<file path="config.mk">
export PLATFORM = sky130hd
export DESIGN_NAME = pic_port_bank_flat
export DESIGN_NICKNAME = d
export VERILOG_FILES = /design/src/rtl/pic_port_bank_if.sv /design/src/rtl/pic_port_bank.sv /design/src/flat_wrapper.sv
export SDC_FILE = /design/constraint.sdc
export NUM_CORES = 1
export LEC_CHECK = 0
export CORE_UTILIZATION = 62
export DETAILED_ROUTE_END_ITERATION = 6
export DONT_BUFFER_PORTS = 1
export PLACE_DENSITY = 0.78
export SLEW_MARGIN = 15
export SYNTH_ARGS = -nofsm -noshare
export SYNTH_HDL_FRONTEND = slang
export SYNTH_SLANG_ARGS = --single-unit
export TNS_END_PERCENT = 1
</file>
<file path="constraint.sdc">
create_clock -name clk -period 4.7 [get_ports clk]
set_input_delay 0.235 -clock clk [delete_from_list [all_inputs] [get_ports clk]]
set_output_delay 0.235 -clock clk [all_outputs]
set_load 0.005 [all_outputs]
</file>
<file path="src/rtl/pic_port_bank_if.sv">
// CPU-side register bus for pic_port_bank: write strobe/target/data plus the
// combinational read-back of a selected port's synchronized pin value.
interface pic_port_bank_if #(
  parameter int SEL_W      = 2,
  parameter int PORT_WIDTH = 8
);
  logic                  wr_en;
  logic [1:0]            wr_sel;
  logic [SEL_W-1:0]      wr_port;
  logic [PORT_WIDTH-1:0] wr_data;
  logic [SEL_W-1:0]      rd_port;
  logic [PORT_WIDTH-1:0] rd_data;

  modport master (
    output wr_en, wr_sel, wr_port, wr_data, rd_port,
    input  rd_data
  );

  modport slave (
    input  wr_en, wr_sel, wr_port, wr_data, rd_port,
    output rd_data
  );
endinterface

</file>
<file path="src/rtl/pic_port_bank.sv">
// Parametrised bank of bidirectional I/O ports: output latch, TRIS, pad input
// synchronizer and interrupt-on-change with per-bit enable for each port.
module pic_port_bank #(
  parameter int NUM_PORTS   = 3,
  parameter int PORT_WIDTH  = 8,
  parameter int SYNC_STAGES = 2,
  parameter int SEL_W       = 2
) (
  input  logic                            clk,
  input  logic                            rst,
  pic_port_bank_if.slave                  bus,
  input  logic [NUM_PORTS*PORT_WIDTH-1:0] pad_in,
  output logic [NUM_PORTS*PORT_WIDTH-1:0] pad_out,
  output logic [NUM_PORTS*PORT_WIDTH-1:0] pad_oe,
  input  logic                            ioc_clr,
  output logic [NUM_PORTS-1:0]            ioc_pending,
  output logic                            ioc_flag
);

  localparam int TOT   = NUM_PORTS * PORT_WIDTH;
  localparam int CNT_W = $clog2(SYNC_STAGES + 2);
  localparam logic [CNT_W-1:0] WARM_MAX = CNT_W'(SYNC_STAGES + 1);

  logic [TOT-1:0]       latch_q;
  logic [TOT-1:0]       tris_q;
  logic [TOT-1:0]       ien_q;
  logic [TOT-1:0]       sync_q [SYNC_STAGES];
  logic [TOT-1:0]       prev_q;
  logic [CNT_W-1:0]     warm_cnt;
  logic                 warm_done;
  logic [TOT-1:0]       bit_evt;
  logic [NUM_PORTS-1:0] port_evt;

  // Only an in-range port index can match, so out-of-range writes fall through.
  always_ff @(posedge clk or posedge rst) begin
    if (rst) begin
      latch_q <= '0;
      tris_q  <= '1;
      ien_q   <= '0;
    end else if (bus.wr_en) begin
      for (int p = 0; p < NUM_PORTS; p++) begin
        if (bus.wr_port == SEL_W'(p)) begin
          case (bus.wr_sel)
            2'd0:    latch_q[p*PORT_WIDTH +: PORT_WIDTH] <= bus.wr_data;
            2'd1:    tris_q[p*PORT_WIDTH +: PORT_WIDTH]  <= bus.wr_data;
            2'd2:    ien_q[p*PORT_WIDTH +: PORT_WIDTH]   <= bus.wr_data;
            default: latch_q[p*PORT_WIDTH +: PORT_WIDTH] <=
                       latch_q[p*PORT_WIDTH +: PORT_WIDTH] ^ bus.wr_data;
          endcase
        end
      end
    end
  end

  always_ff @(posedge clk or posedge rst) begin
    if (rst) begin
      for (int i = 0; i < SYNC_STAGES; i++) sync_q[i] <= '0;
      prev_q <= '0;
    end else begin
      sync_q[0] <= pad_in;
      for (int i = 1; i < SYNC_STAGES; i++) sync_q[i] <= sync_q[i-1];
      prev_q <= sync_q[SYNC_STAGES-1];
    end
  end

  // Masks the spurious edge seen while the freshly cleared chain fills with pad data.
  always_ff @(posedge clk or posedge rst) begin
    if (rst) begin
      warm_cnt <= '0;
    end else if (warm_cnt != WARM_MAX) begin
      warm_cnt <= warm_cnt + 1'b1;
    end
  end

  assign warm_done = (warm_cnt == WARM_MAX);
  assign bit_evt   = (sync_q[SYNC_STAGES-1] ^ prev_q) & ien_q & tris_q;

  always_comb begin
    port_evt = '0;
    for (int p = 0; p < NUM_PORTS; p++) begin
      port_evt[p] = |bit_evt[p*PORT_WIDTH +: PORT_WIDTH];
    end
  end

  always_ff @(posedge clk or posedge rst) begin
    if (rst) begin
      ioc_pending <= '0;
    end else begin
      ioc_pending <= (ioc_pending & ~{NUM_PORTS{ioc_clr}})
                   | (port_evt & {NUM_PORTS{warm_done}});
    end
  end

  always_comb begin
    bus.rd_data = '0;
    for (int p = 0; p < NUM_PORTS; p++) begin
      if (bus.rd_port == SEL_W'(p)) begin
        bus.rd_data = sync_q[SYNC_STAGES-1][p*PORT_WIDTH +: PORT_WIDTH];
      end
    end
  end

  assign pad_out  = latch_q;
  assign pad_oe   = ~tris_q;
  assign ioc_flag = |ioc_pending;

endmodule
</file>
<file path="src/flat_wrapper.sv">
// flat-port wrapper written by rule: the top's interface ports become plain ports
module pic_port_bank_flat 
#(
  parameter int NUM_PORTS   = 3,
  parameter int PORT_WIDTH  = 8,
  parameter int SYNC_STAGES = 2,
  parameter int SEL_W       = 2
)
  (clk, rst, pad_in, pad_out, pad_oe, ioc_clr, ioc_pending, ioc_flag, bus_wr_en, bus_wr_sel, bus_wr_port, bus_wr_data, bus_rd_port, bus_rd_data);
  pic_port_bank_if #(.SEL_W(SEL_W), .PORT_WIDTH(PORT_WIDTH)) bus_i ();
  input  logic clk;
  input  logic rst;
  input  logic [NUM_PORTS*PORT_WIDTH-1:0] pad_in;
  output logic [NUM_PORTS*PORT_WIDTH-1:0] pad_out;
  output logic [NUM_PORTS*PORT_WIDTH-1:0] pad_oe;
  input  logic ioc_clr;
  output logic [NUM_PORTS-1:0] ioc_pending;
  output logic ioc_flag;
  input wire logic [$bits(bus_i.wr_en)-1:0] bus_wr_en;
  input wire logic [$bits(bus_i.wr_sel)-1:0] bus_wr_sel;
  input wire logic [$bits(bus_i.wr_port)-1:0] bus_wr_port;
  input wire logic [$bits(bus_i.wr_data)-1:0] bus_wr_data;
  input wire logic [$bits(bus_i.rd_port)-1:0] bus_rd_port;
  output wire logic [$bits(bus_i.rd_data)-1:0] bus_rd_data;
  assign bus_i.wr_en = bus_wr_en;
  assign bus_i.wr_sel = bus_wr_sel;
  assign bus_i.wr_port = bus_wr_port;
  assign bus_i.wr_data = bus_wr_data;
  assign bus_i.rd_port = bus_rd_port;
  assign bus_rd_data = bus_i.rd_data;
  pic_port_bank #(.NUM_PORTS(NUM_PORTS), .PORT_WIDTH(PORT_WIDTH), .SYNC_STAGES(SYNC_STAGES), .SEL_W(SEL_W)) u_core (.clk(clk), .rst(rst), .bus(bus_i), .pad_in(pad_in), .pad_out(pad_out), .pad_oe(pad_oe), .ioc_clr(ioc_clr), .ioc_pending(ioc_pending), .ioc_flag(ioc_flag));
endmodule
</file>
==> results of run 1 <==
## cell usage in the layout (no fill, tap or decap), drive strengths merged, types with 2 or more instances in the layout
cell / instances
mux2: 41
o41ai: 3
ha: 4
dfstp: 24
nor2: 9
bufinv: 2
nand4b: 3
inv: 40
o22ai: 12
nand4bb: 2
buf: 2
o21ai: 67
xnor2: 25
clkbuf: 17
clkinvlp: 2
mux2i: 8
dfrtp: 125
nand2: 114
dlygate4sd3: 42
## state kept, by name (all words and copies together), names as in the netlist
register            flops
u_core.warm_cnt         2
u_core.tris_q          24
u_core.sync_q          48
u_core.ien_q           24
u_core.pad_out         24
u_core.ioc_pending      3
u_core.prev_q          24
## final cells by class
cell class                      count  area, µm²
Clock buffer                       17        414
Sequential cell                   149       3760
Clock inverter                     15        181
Inverter                           30        118
Tap cell                          108        135
Timing Repair Buffer               44        435
Multi-Input combinational cell    293       1810
Fill cell                         523       2040
## path summary, 6_finish.rpt
check                                            start                               to  slack (ps)  depth (start not counted)
max in group asynchronous                          rst  u_core.ioc_pending[0]$_DFF_PP0_        3230                          3
min                                     bus_wr_port[0]    u_core.pad_out[3]$_DFFE_PP0P_         100                          3
max reg2reg                u_core.sync_q[20]$_DFF_PP0_  u_core.ioc_pending[2]$_DFF_PP0_        3110                          4
min reg2reg                u_core.sync_q[31]$_DFF_PP0_       u_core.sync_q[7]$_DFF_PP0_         350                          0
min in group asynchronous                          rst      u_core.sync_q[41]$_DFF_PP0_         430                          2
max                                     bus_wr_port[1]     u_core.tris_q[2]$_DFFE_PP1P_        2250                          6
## cells in the mapped netlist
| master | instances | area, µm² |
|---|---|---|
| buf_2 | 3 | 15.0 |
| buf_6 | 2 | 22.5 |
| nand4bb_1 | 2 | 22.5 |
| nor2b_1 | 1 | 6.26 |
| o21ai_0 | 57 | 285 |
| o22ai_1 | 12 | 75.1 |
| clkbuf_1 | 14 | 52.6 |
| mux2i_1 | 8 | 80.1 |
| dfstp_2 | 24 | 631 |
| inv_1 | 30 | 113 |
| nand2_1 | 114 | 428 |
| o41ai_1 | 3 | 26.3 |
| xnor2_1 | 25 | 219 |
| buf_4 | 2 | 15.0 |
| o21ai_2 | 2 | 17.5 |
| dfrtp_1 | 125 | 3130 |
| nand4b_1 | 3 | 26.3 |
| o21ai_1 | 8 | 40.0 |
| ha_1 | 4 | 50.1 |
| nand3_1 | 1 | 5.00 |
| nor4bb_1 | 1 | 10.0 |
| or4b_4 | 1 | 13.8 |
| mux2_2 | 41 | 462 |
| nor2_1 | 9 | 33.8 |
| nor3_2 | 1 | 10.0 |
## cells by family after synthesis
kind of cell | after synthesis | share of synthesized area [%]
XOR/XNOR | 25 | 3.78
AO/OA/AOI/OAI | 82 | 7.68
flip-flops | 149 | 65.0
multiplexers | 49 | 9.36
adder cells (fa/ha/maj) | 4 | 0.865
AND/OR/NAND/NOR | 133 | 9.60
buffers and inverters | 51 | 3.76
## power groups by stage
| stage | sequential [mW] | clock [mW] | combinational [mW] |
|---|---|---|---|
| final | 1.75 | 1.36 | 0.433 |
| after global routing | 1.79 | 1.42 | 0.492 |
| after CTS | 1.75 | 1.37 | 0.433 |
| after detailed placement | 1.77 | 0 | 0.386 |
| after global placement | 1.75 | 0 | 0.365 |
| after floorplan | 1.71 | 0 | 0.324 |
## tightest hold or removal path, delay by kind of cell
| family | cells | cell delay, ps |
|---|---|---|
| and+or+nand+nor | 2 | 260 |
| AOI/OAI and AO/OA | 1 | 90 |
## per-stage QoR
step	hold WS [ps]	cell area (µm²)
final	101	6850
after global routing	111	6850
after CTS	84.9	6850
after detailed placement	266	5840
after global placement	266	5840
after floorplan	266	5790
## routing by layer
layer  wire (µm)  track usage [%]  part of all wire [%]
met5           0                0                     0
met4         176             9.53                   1.4
met3         953             8.23                   7.8
met2        6010             44.6                    49
met1        5010             35.2                    41
==> metrics.log, run 1 <==
INFO  metric post_cts_repair_timing_setup_buffer_count = 0
INFO  metric net_count_final = 581
INFO  metric vias_per_cell = 5.72
INFO  metric vdd_drop_max = 0.397 mV
INFO  metric dpl_worst_slack = 2900 ps
INFO  metric post_synth_inst_count = 493
INFO  metric timing.final.crit_share = 52.2%
INFO  metric hold_path.class = input port to flop
INFO  metric clock_net_sink_count = 149
INFO  metric antenna_left = 0
INFO  metric total_neg_setup_slack = 0 ps
INFO  metric clockBufferDepth = 2
INFO  metric place.gp.congestion = 0.768
INFO  metric worst_slew_pin_slew = 1080 ps
INFO  metric drcViolationCount = 0
INFO  metric grt_setup_unrepaired = false
INFO  metric detailedRoute.firstPassIterationCount = 5
INFO  metric setup_viol_count_final = 0
INFO  metric run_status = finished clean
INFO  metric slew_headroom = 28.2%
INFO  metric min_period = 2450 ps
INFO  metric cts_root_buf = clkbuf_8
INFO  metric via_count_of_the_first_global_routing_pass = 3869
INFO  metric number_of_antenna_violations_at_the_first_check_in_global_routing = 0
INFO  metric finish.cell_count_without_fillers = 656
INFO  metric syn2layout_area_growth = 18.4%
INFO  metric fp.dieArea = 9720 µm²
INFO  metric p_switching = 1.02 mW
INFO  metric antennaDiodeCount = 0
INFO  metric critPathMaxFanout = 12
INFO  metric syn_area = 5790 µm²
INFO  metric combined_buffer_and_inverter_count_along_the_critical_path = 3
INFO  metric placementRows = 34
INFO  metric overflow = 0
INFO  metric share_of_post_route_cells_with_drive_strength_above_1 = 19.0%
INFO  metric wirelength_routed = 12.1 mm
INFO  metric finalHoldViolations = 0
INFO  metric intPower = 2.53 mW
INFO  metric port_buffers = 0
INFO  metric ys_types = 25
INFO  metric power_frac_comb = 12.2%
INFO  metric worst_skew = 5.01 ps
INFO  metric seq_area_frac_synth = 65.0%
INFO  metric synth_nets = 539
INFO  metric tritoncts = done
INFO  metric slew_viol_final = 0
INFO  metric dpl.hpwl = 7.57 mm
INFO  metric starting_utilization_of_the_core_area = 65.1%
INFO  metric report.power.total = 3.54 mW
INFO  metric post_cts_resize_count = 0
INFO  metric timing_worst_setup_path_type = input port to flop
INFO  metric path_clk_slew = 70 ps
INFO  metric synth_area_per_cell = 11.7 µm²
INFO  metric slowest_delay = 800 ps
INFO  metric clk-insertion-delay-late = 520 ps
INFO  metric grt_max_degree = 111
INFO  metric timing.critical_path.arrival = 2920 ps
INFO  metric ys.warnings.count = 0
INFO  metric die_x = 98.6 µm
INFO  metric design.portCount = 102
INFO  metric worst_setup_path_end_kind = flop
INFO  metric critPathTopFamily = buffers and inverters
INFO  metric yosys_register_bits = 149
INFO  metric seq_power_share = 49.5%
INFO  metric cts-buffers-inserted = 17
INFO  metric clkPwrFrac = 38.3%
INFO  metric critical-path-slowest-cell = dlygate4sd3_1
INFO  metric critPathMostFrequentCell = dlygate4sd3_1
INFO  metric worst_slack = 2250 ps
INFO  metric grt_first_pass_wirelength = 19.9 mm
INFO  metric avgRoutedWirePerCell = 18.5 µm
INFO  metric vias_post_dr = 3753
INFO  metric timing.critical_path.cells = dlygate4sd3_1 -> nor3_2 -> dlygate4sd3_1 -> nand2_1 -> o21ai_0 -> dlygate4sd3_1
INFO  metric powerDensity = 517 nW/µm²
INFO  metric dp_cells = 582
INFO  metric grt.total_usage = 27.3%
INFO  metric cts-htree-levels = 4
INFO  metric worst_setup_path_start_kind = input port
INFO  metric cts.hold.buffers_added = 42
INFO  metric drt_iter0_drc = 253
INFO  metric coreArea = 8890 µm²
INFO  metric timing.fmax = 0.407 GHz
INFO  metric sw_frac_of_total = 28.7%
INFO  metric cp_data_required_time = 5160 ps
INFO  metric max-cap-violations = 0
INFO  metric leakagePower = 2.96 nW
INFO  metric final_core_utilization = 77.1%
INFO  metric dieHeight = 98.6 µm
(Power assumes the default switching activity.)
==> inputs of run 2 (changes only) <==
CORE_UTILIZATION = 56   (was 62)
PLACE_DENSITY = 0.74   (was 0.78)
clock period = 1.98 ns   (was 4.7 ns; I/O delays follow)
==> run 2 against run 1 <==
  * Worst hold slack got worse by 87 ps
  * Sequential share of layout area fell by 0.32 points
  * Clock power is 130% higher
  * First-iteration DRC count grew 5.9%
  * Global-route usage shrank 3.0 points
  * Core utilization fell by 7.5 points
  * Die area grew 10%
  * Critical path type unchanged
  * Largest power group unchanged
==> metrics.log, run 2 (synthesized netlist as in run 1, its figures left out) <==
INFO  metric coreArea = 9910 µm²
INFO  metric number_of_antenna_violations_at_the_first_check_in_global_routing = 0
INFO  metric worst_slack = 55.9 ps
INFO  metric worst_setup_path_start_kind = input port
INFO  metric p_switching = 2.54 mW
INFO  metric wirelength_routed = 12.2 mm
INFO  metric place.gp.congestion = 0.841
INFO  metric drcViolationCount = 0
INFO  metric power_frac_comb = 12.6%
INFO  metric grt.total_usage = 24.4%
INFO  metric dp_cells = 609
INFO  metric die_x = 104 µm
INFO  metric tritoncts = done
INFO  metric finalHoldViolations = 0
INFO  metric grt_first_pass_wirelength = 19.8 mm
INFO  metric antenna_left = 0
INFO  metric timing.final.crit_share = 97.2%
INFO  metric share_of_post_route_cells_with_drive_strength_above_1 = 19.3%
INFO  metric min_period = 1920 ps
INFO  metric vias_per_cell = 5.46
INFO  metric largest_reg_flops = 48
INFO  metric antennaDiodeCount = 0
INFO  metric seq_power_share = 49.9%
INFO  metric total_neg_setup_slack = 0 ps
INFO  metric vias_post_dr = 3721
INFO  metric port_buffers = 0
INFO  metric worst_skew = 8.25 ps
INFO  metric design.portCount = 102
INFO  metric slew_viol_final = 0
INFO  metric slew_headroom = 49.4%
INFO  metric dpl_worst_slack = 347 ps
INFO  metric grt_max_degree = 150
INFO  metric cts_root_buf = clkbuf_8
INFO  metric net_count_final = 581
INFO  metric vdd_drop_max = 0.808 mV
INFO  metric mostFrequentLayoutCells = dfrtp_1, nand2_1, o21ai_0, mux2_2, dlygate4sd3_1
INFO  metric placement.cell_area = 5890 µm²
INFO  metric placementRows = 36
INFO  metric clk-insertion-delay-late = 530 ps
INFO  metric clkPwrFrac = 37.5%
INFO  metric avgRoutedWirePerCell = 17.9 µm
INFO  metric overflow = 0
INFO  metric drt_iter0_drc = 268
INFO  metric worst_setup_path_end_kind = flop
INFO  metric critPathMaxFanout = 16
INFO  metric leakagePower = 2.97 nW
INFO  metric sw_frac_of_total = 30.4%
INFO  metric dpl.hpwl = 7.77 mm
INFO  metric via_count_of_the_first_global_routing_pass = 3831
INFO  metric regMostFlops = u_core.sync_q
INFO  metric intPower = 5.80 mW
INFO  metric detailedRoute.firstPassIterationCount = 5
INFO  metric powerDensity = 1210 nW/µm²
INFO  metric cp_data_required_time = 2460 ps
INFO  metric max-cap-violations = 0
INFO  metric timing.critical_path.arrival = 2400 ps
INFO  metric setup_viol_count_final = 0
INFO  metric finish.cell_count_without_fillers = 681
INFO  metric hold_path.class = input port to flop
INFO  metric number_of_fill_cells_in_the_layout = 694
INFO  metric worst_slew_pin_slew = 759 ps
INFO  metric cts-htree-levels = 4
INFO  metric cts-buffers-inserted = 17
INFO  metric fp.dieArea = 10700 µm²
INFO  metric dieHeight = 104 µm
INFO  metric run_status = finished clean
INFO  metric final_design_area_no_fill = 6890 µm²
INFO  metric grt_setup_unrepaired = false
INFO  metric clock_net_sink_count = 149
INFO  metric timing_worst_setup_path_type = input port to flop
INFO  metric timing.fmax = 0.520 GHz
INFO  metric syn2layout_area_growth = 19.1%
INFO  metric path_clk_slew = 70 ps
INFO  metric post_cts_repair_timing_setup_buffer_count = 0
INFO  metric clockBufferDepth = 2
INFO  metric starting_utilization_of_the_core_area = 58.4%
INFO  metric commonest_non_fill_non_tap_cell_in_the_layout = dfrtp_1
-- run 2: changes by cell type in the layout (fill, tap and decap cells not counted), sizes merged --
cell,delta
bufinv,-2
buf,+2
dlygate4sd3,-2
clkinv,+7
inv,-4
clkinvlp,-1
-- run 2: power by group through the flow --
stage                     clock, mW  combinational [mW]  sequential, mW
after floorplan                   0               0.769            4.06
after global placement            0               0.884            4.16
after detailed placement          0               0.936            4.21
after CTS                      3.17                1.05            4.15
after global routing           3.30                1.18            4.23
final                          3.13                1.05            4.16
-- run 2: through the flow --
| stage | util (%) | power [mW] | hold WS (ps) |
|---|---|---|---|
| 2_1_floorplan | - | 4.83 | 130 |
| 3_3_place_gp | 59.5 | 5.04 | 130 |
| 3_5_place_dp | 59.5 | 5.14 | 130 |
| 4_1_cts | 69.6 | 8.38 | 4.07 |
| 5_1_grt | 69.6 | 8.71 | 27.0 |
| 6_report | 69.6 | 8.34 | 13.1 |
-- run 2: what timing repair did --
action / CTS / global route
endpoints found under the hold margin: 224 / 0
endpoints found under the setup margin: 0 / 0
resized for setup: 0 / 0
hold buffers: 40 / 0
-- run 2: worst max-delay path: stages --
cell and delay [ps]:
dlygate4sd3_1 600, nor3_2 190, buf_4 210, nand2_1 60
dlygate4sd3_1 570, o21ai_0 70, dlygate4sd3_1 590
-- run 2: final timing paths --
path / start / end / slack (ps) / cells after the start
setup / recovery: bus_wr_port[1] / u_core.tris_q[5]$_DFFE_PP1P_ / 60 / 7
hold / removal: bus_wr_en / u_core.tris_q[7]$_DFFE_PP1P_ / 10 / 5
setup reg to reg: u_core.sync_q[10]$_DFF_PP0_ / u_core.ioc_pending[1]$_DFF_PP0_ / 550 / 4
hold reg to reg: u_core.sync_q[46]$_DFF_PP0_ / u_core.sync_q[22]$_DFF_PP0_ / 350 / 0
max in group asynchronous: rst / u_core.sync_q[3]$_DFF_PP0_ / 1160 / 3
min in group asynchronous: rst / u_core.sync_q[45]$_DFF_PP0_ / 280 / 3
-- run 2: area by class of cell --
cell class	count	area, µm²	area share, %
clock buffers	17	414	6.01
clock inverters	15	184	2.67
inverters	30	116	1.69
multi-input cells	293	1810	26.3
flip-flops and latches	149	3760	54.5
well taps	133	166	2.41
repair buffers	44	443	6.43
-- run 2: layer usage --
metal / global-route usage (%) / share of wire (%) / up-vias
li1: - / - / 1722
met1: 30.9 / 42 / 1832
met2: 39.5 / 49 / 145
met3: 8.18 / 7.6 / 22
met4: 8.27 / 1.6 / 0
met5: 0 / 0 / -
==> inputs of run 3 (changes only) <==
PLACE_DENSITY = 0.84   (was 0.74)
==> run 3 against run 2 <==
  * Fmax rose by 1.8%
  * Sequential share of layout area fell by 0.40 points
  * Via count rose by 3.5%
  * Total power rose by 0.39%
  * Count of clock-buffer cells in the layout did not move
  * Clock skew rose by 1.5 ps
  * Combinational power barely moved
  * Global-route usage rose by 2.2 points
  * Final cell count rose by 0.88%
  * Worst hold slack improved by 61 ps
  * Critical path type is now flop to flop
  * Largest power group unchanged
==> metrics.log, run 3 (synthesized netlist as in run 1, its figures left out) <==
INFO  metric run_status = finished clean
INFO  metric vdd_drop_max = 0.964 mV
INFO  metric worst_slack = 89.3 ps
INFO  metric dpl.hpwl = 8.32 mm
INFO  metric hold_depth = 2
INFO  metric finalHoldViolations = 0
INFO  metric worstReg2RegEnd = u_core.pad_out[0]$_DFFE_PP0P_
INFO  metric grt_max_degree = 41
INFO  metric place.gp.congestion = 0.793
INFO  metric critPathMaxFanout = 4
INFO  metric path_clk_slew = 70 ps
INFO  metric dieHeight = 104 µm
INFO  metric grt_first_pass_wirelength = 21.2 mm
INFO  metric largest_reg_flops = 48
INFO  metric port_buffers = 0
INFO  metric total_neg_setup_slack = 0 ps
INFO  metric critical_path.startpoint = u_core.pad_out[0]$_DFFE_PP0P_
INFO  metric regMostFlops = u_core.sync_q
INFO  metric report.power.total = 8.37 mW
INFO  metric antennaDiodeCount = 0
INFO  metric cts_root_buf = clkbuf_8
INFO  metric hold_path_end = u_core.tris_q[10]$_DFFE_PP1P_
INFO  metric worst_slew_pin_slew = 817 ps
INFO  metric share_of_post_route_cells_with_drive_strength_above_1 = 20.0%
INFO  metric placementRows = 36
INFO  metric clockBufferDepth = 2
INFO  metric clock_net_sink_count = 149
INFO  metric avgRoutedWirePerCell = 19.4 µm
INFO  metric cts-htree-levels = 4
INFO  metric worst_skew = 9.78 ps
INFO  metric cp_data_required_time = 2400 ps
INFO  metric routed.top_layer = met4
INFO  metric timing.fmax = 0.529 GHz
INFO  metric routed-wl-met2 = 6.71 mm
INFO  metric syn2layout_area_growth = 20.0%
INFO  metric rr_worst_depth = 6
INFO  metric timing_worst_setup_path_type = flop to flop
INFO  metric met3_wirelength = 977 µm
INFO  metric grt.total_usage = 26.6%
INFO  metric overflow = 0
INFO  metric fp.dieArea = 10700 µm²
INFO  metric drcViolationCount = 0
INFO  metric dpl_worst_slack = 311 ps
INFO  metric via_count_of_the_first_global_routing_pass = 4017
INFO  metric hold_path.class = input port to flop
INFO  metric clk-insertion-delay-late = 530 ps
INFO  metric design.portCount = 102
INFO  metric slew_headroom = 45.4%
INFO  metric cts-buffers-inserted = 17
INFO  metric number_of_antenna_violations_at_the_first_check_in_global_routing = 0
INFO  metric worst_setup_path_end_kind = flop
INFO  metric vias_per_cell = 5.61
INFO  metric max-cap-violations = 0
INFO  metric die_x = 104 µm
INFO  metric drt_iter0_drc = 268
INFO  metric min_delay_startpoint = bus_wr_port[0]
INFO  metric antenna_left = 0
INFO  metric powerDensity = 1210 nW/µm²
INFO  metric grt_setup_unrepaired = false
INFO  metric slew_viol_final = 0
INFO  metric leakagePower = 2.99 nW
INFO  metric post_cts_resize_count = 0
INFO  metric met1Wirelength = 5.26 mm
INFO  metric vias_post_dr = 3853
INFO  metric net_count_final = 587
INFO  metric timing.critical_path.arrival = 2310 ps
INFO  metric tritoncts = done
INFO  metric coreArea = 9910 µm²
INFO  metric min_period = 1890 ps
INFO  metric commonest_non_fill_non_tap_cell_in_the_layout = dfrtp_1
INFO  metric rr_startpoint = u_core.pad_out[0]$_DFFE_PP0P_
INFO  metric setup_viol_count_final = 0
INFO  metric mostFrequentLayoutCells = dfrtp_1, nand2_1, o21ai_0, mux2_2, dlygate4sd3_1
INFO  metric timing.final.crit_share = 95.5%
INFO  metric wirelength_routed = 13.3 mm
INFO  metric detailedRoute.firstPassIterationCount = 4
INFO  metric setup.reg_to_reg.worst_slack = 90 ps
INFO  metric worst_setup_path_start_kind = flop
INFO  metric starting_utilization_of_the_core_area = 58.4%
run 3: routing by layer:
layer | vias to the layer above | track usage (%)
met2 | 168 | 44.1
met1 | 1931 | 30.8
li1 | 1726 | -
met4 | 0 | 11.3
met3 | 28 | 10.3
met5 | - | 0
run 3: through the flow:
step / instances / instance area [µm²] / hold slack (ps) / util, %
2_1_floorplan: 493 / 5790 / 130 / -
5_1_grt: 687 / 6940 / 69.5 / 70.1
3_5_place_dp: 614 / 5940 / 130 / 60.0
3_3_place_gp: 614 / 5940 / 130 / 60.0
4_1_cts: 687 / 6940 / 55.1 / 70.1
6_report: 687 / 6940 / 74.6 / 70.1
run 3: worst max-delay path by stage:
stage / to / slack (ps) / cells after the start
global placement: u_core.pad_out[23]$_DFFE_PP0P_ / 460 / 6
global route: u_core.pad_out[0]$_DFFE_PP0P_ / 1 / 6
detailed placement: u_core.pad_out[20]$_DFFE_PP0P_ / 310 / 6
CTS: u_core.pad_out[0]$_DFFE_PP0P_ / 80 / 6
floorplan: u_core.ien_q[0]$_DFFE_PP0P_ / 30 / 1
finish: u_core.pad_out[0]$_DFFE_PP0P_ / 90 / 6
run 3: report_power, final:
group,internal (mW),total (mW),switching [mW]
combinational,0.481,1.07,0.586
sequential,3.67,4.19,0.512
clock,1.64,3.12,1.47
total,5.80,8.37,2.57
run 3: timing repair:
| item | 4_1_cts | 5_1_grt |
|---|---|---|
| setup buffers | 0 | 0 |
| hold buffers | 41 | 0 |
| hold endpoints to repair | 132 | 0 |
run 3: worst max-delay path, cell delays in order, from the launching register on:
cell and delay [ps]:
dfrtp_1 440, nand2_1 100, o21ai_2 50, nand2_1 60, dlygate4sd3_1 550, nand2_1 50
dlygate4sd3_1 540
run 3: final cells by class:
cell class / count / area, µm²
Clock buffer: 17 / 414
Multi-Input combinational cell: 293 / 1810
Timing Repair Buffer: 50 / 503
Inverter: 30 / 116
Fill cell: 621 / 2970
Clock inverter: 15 / 175
Sequential cell: 149 / 3760
Tap cell: 133 / 166
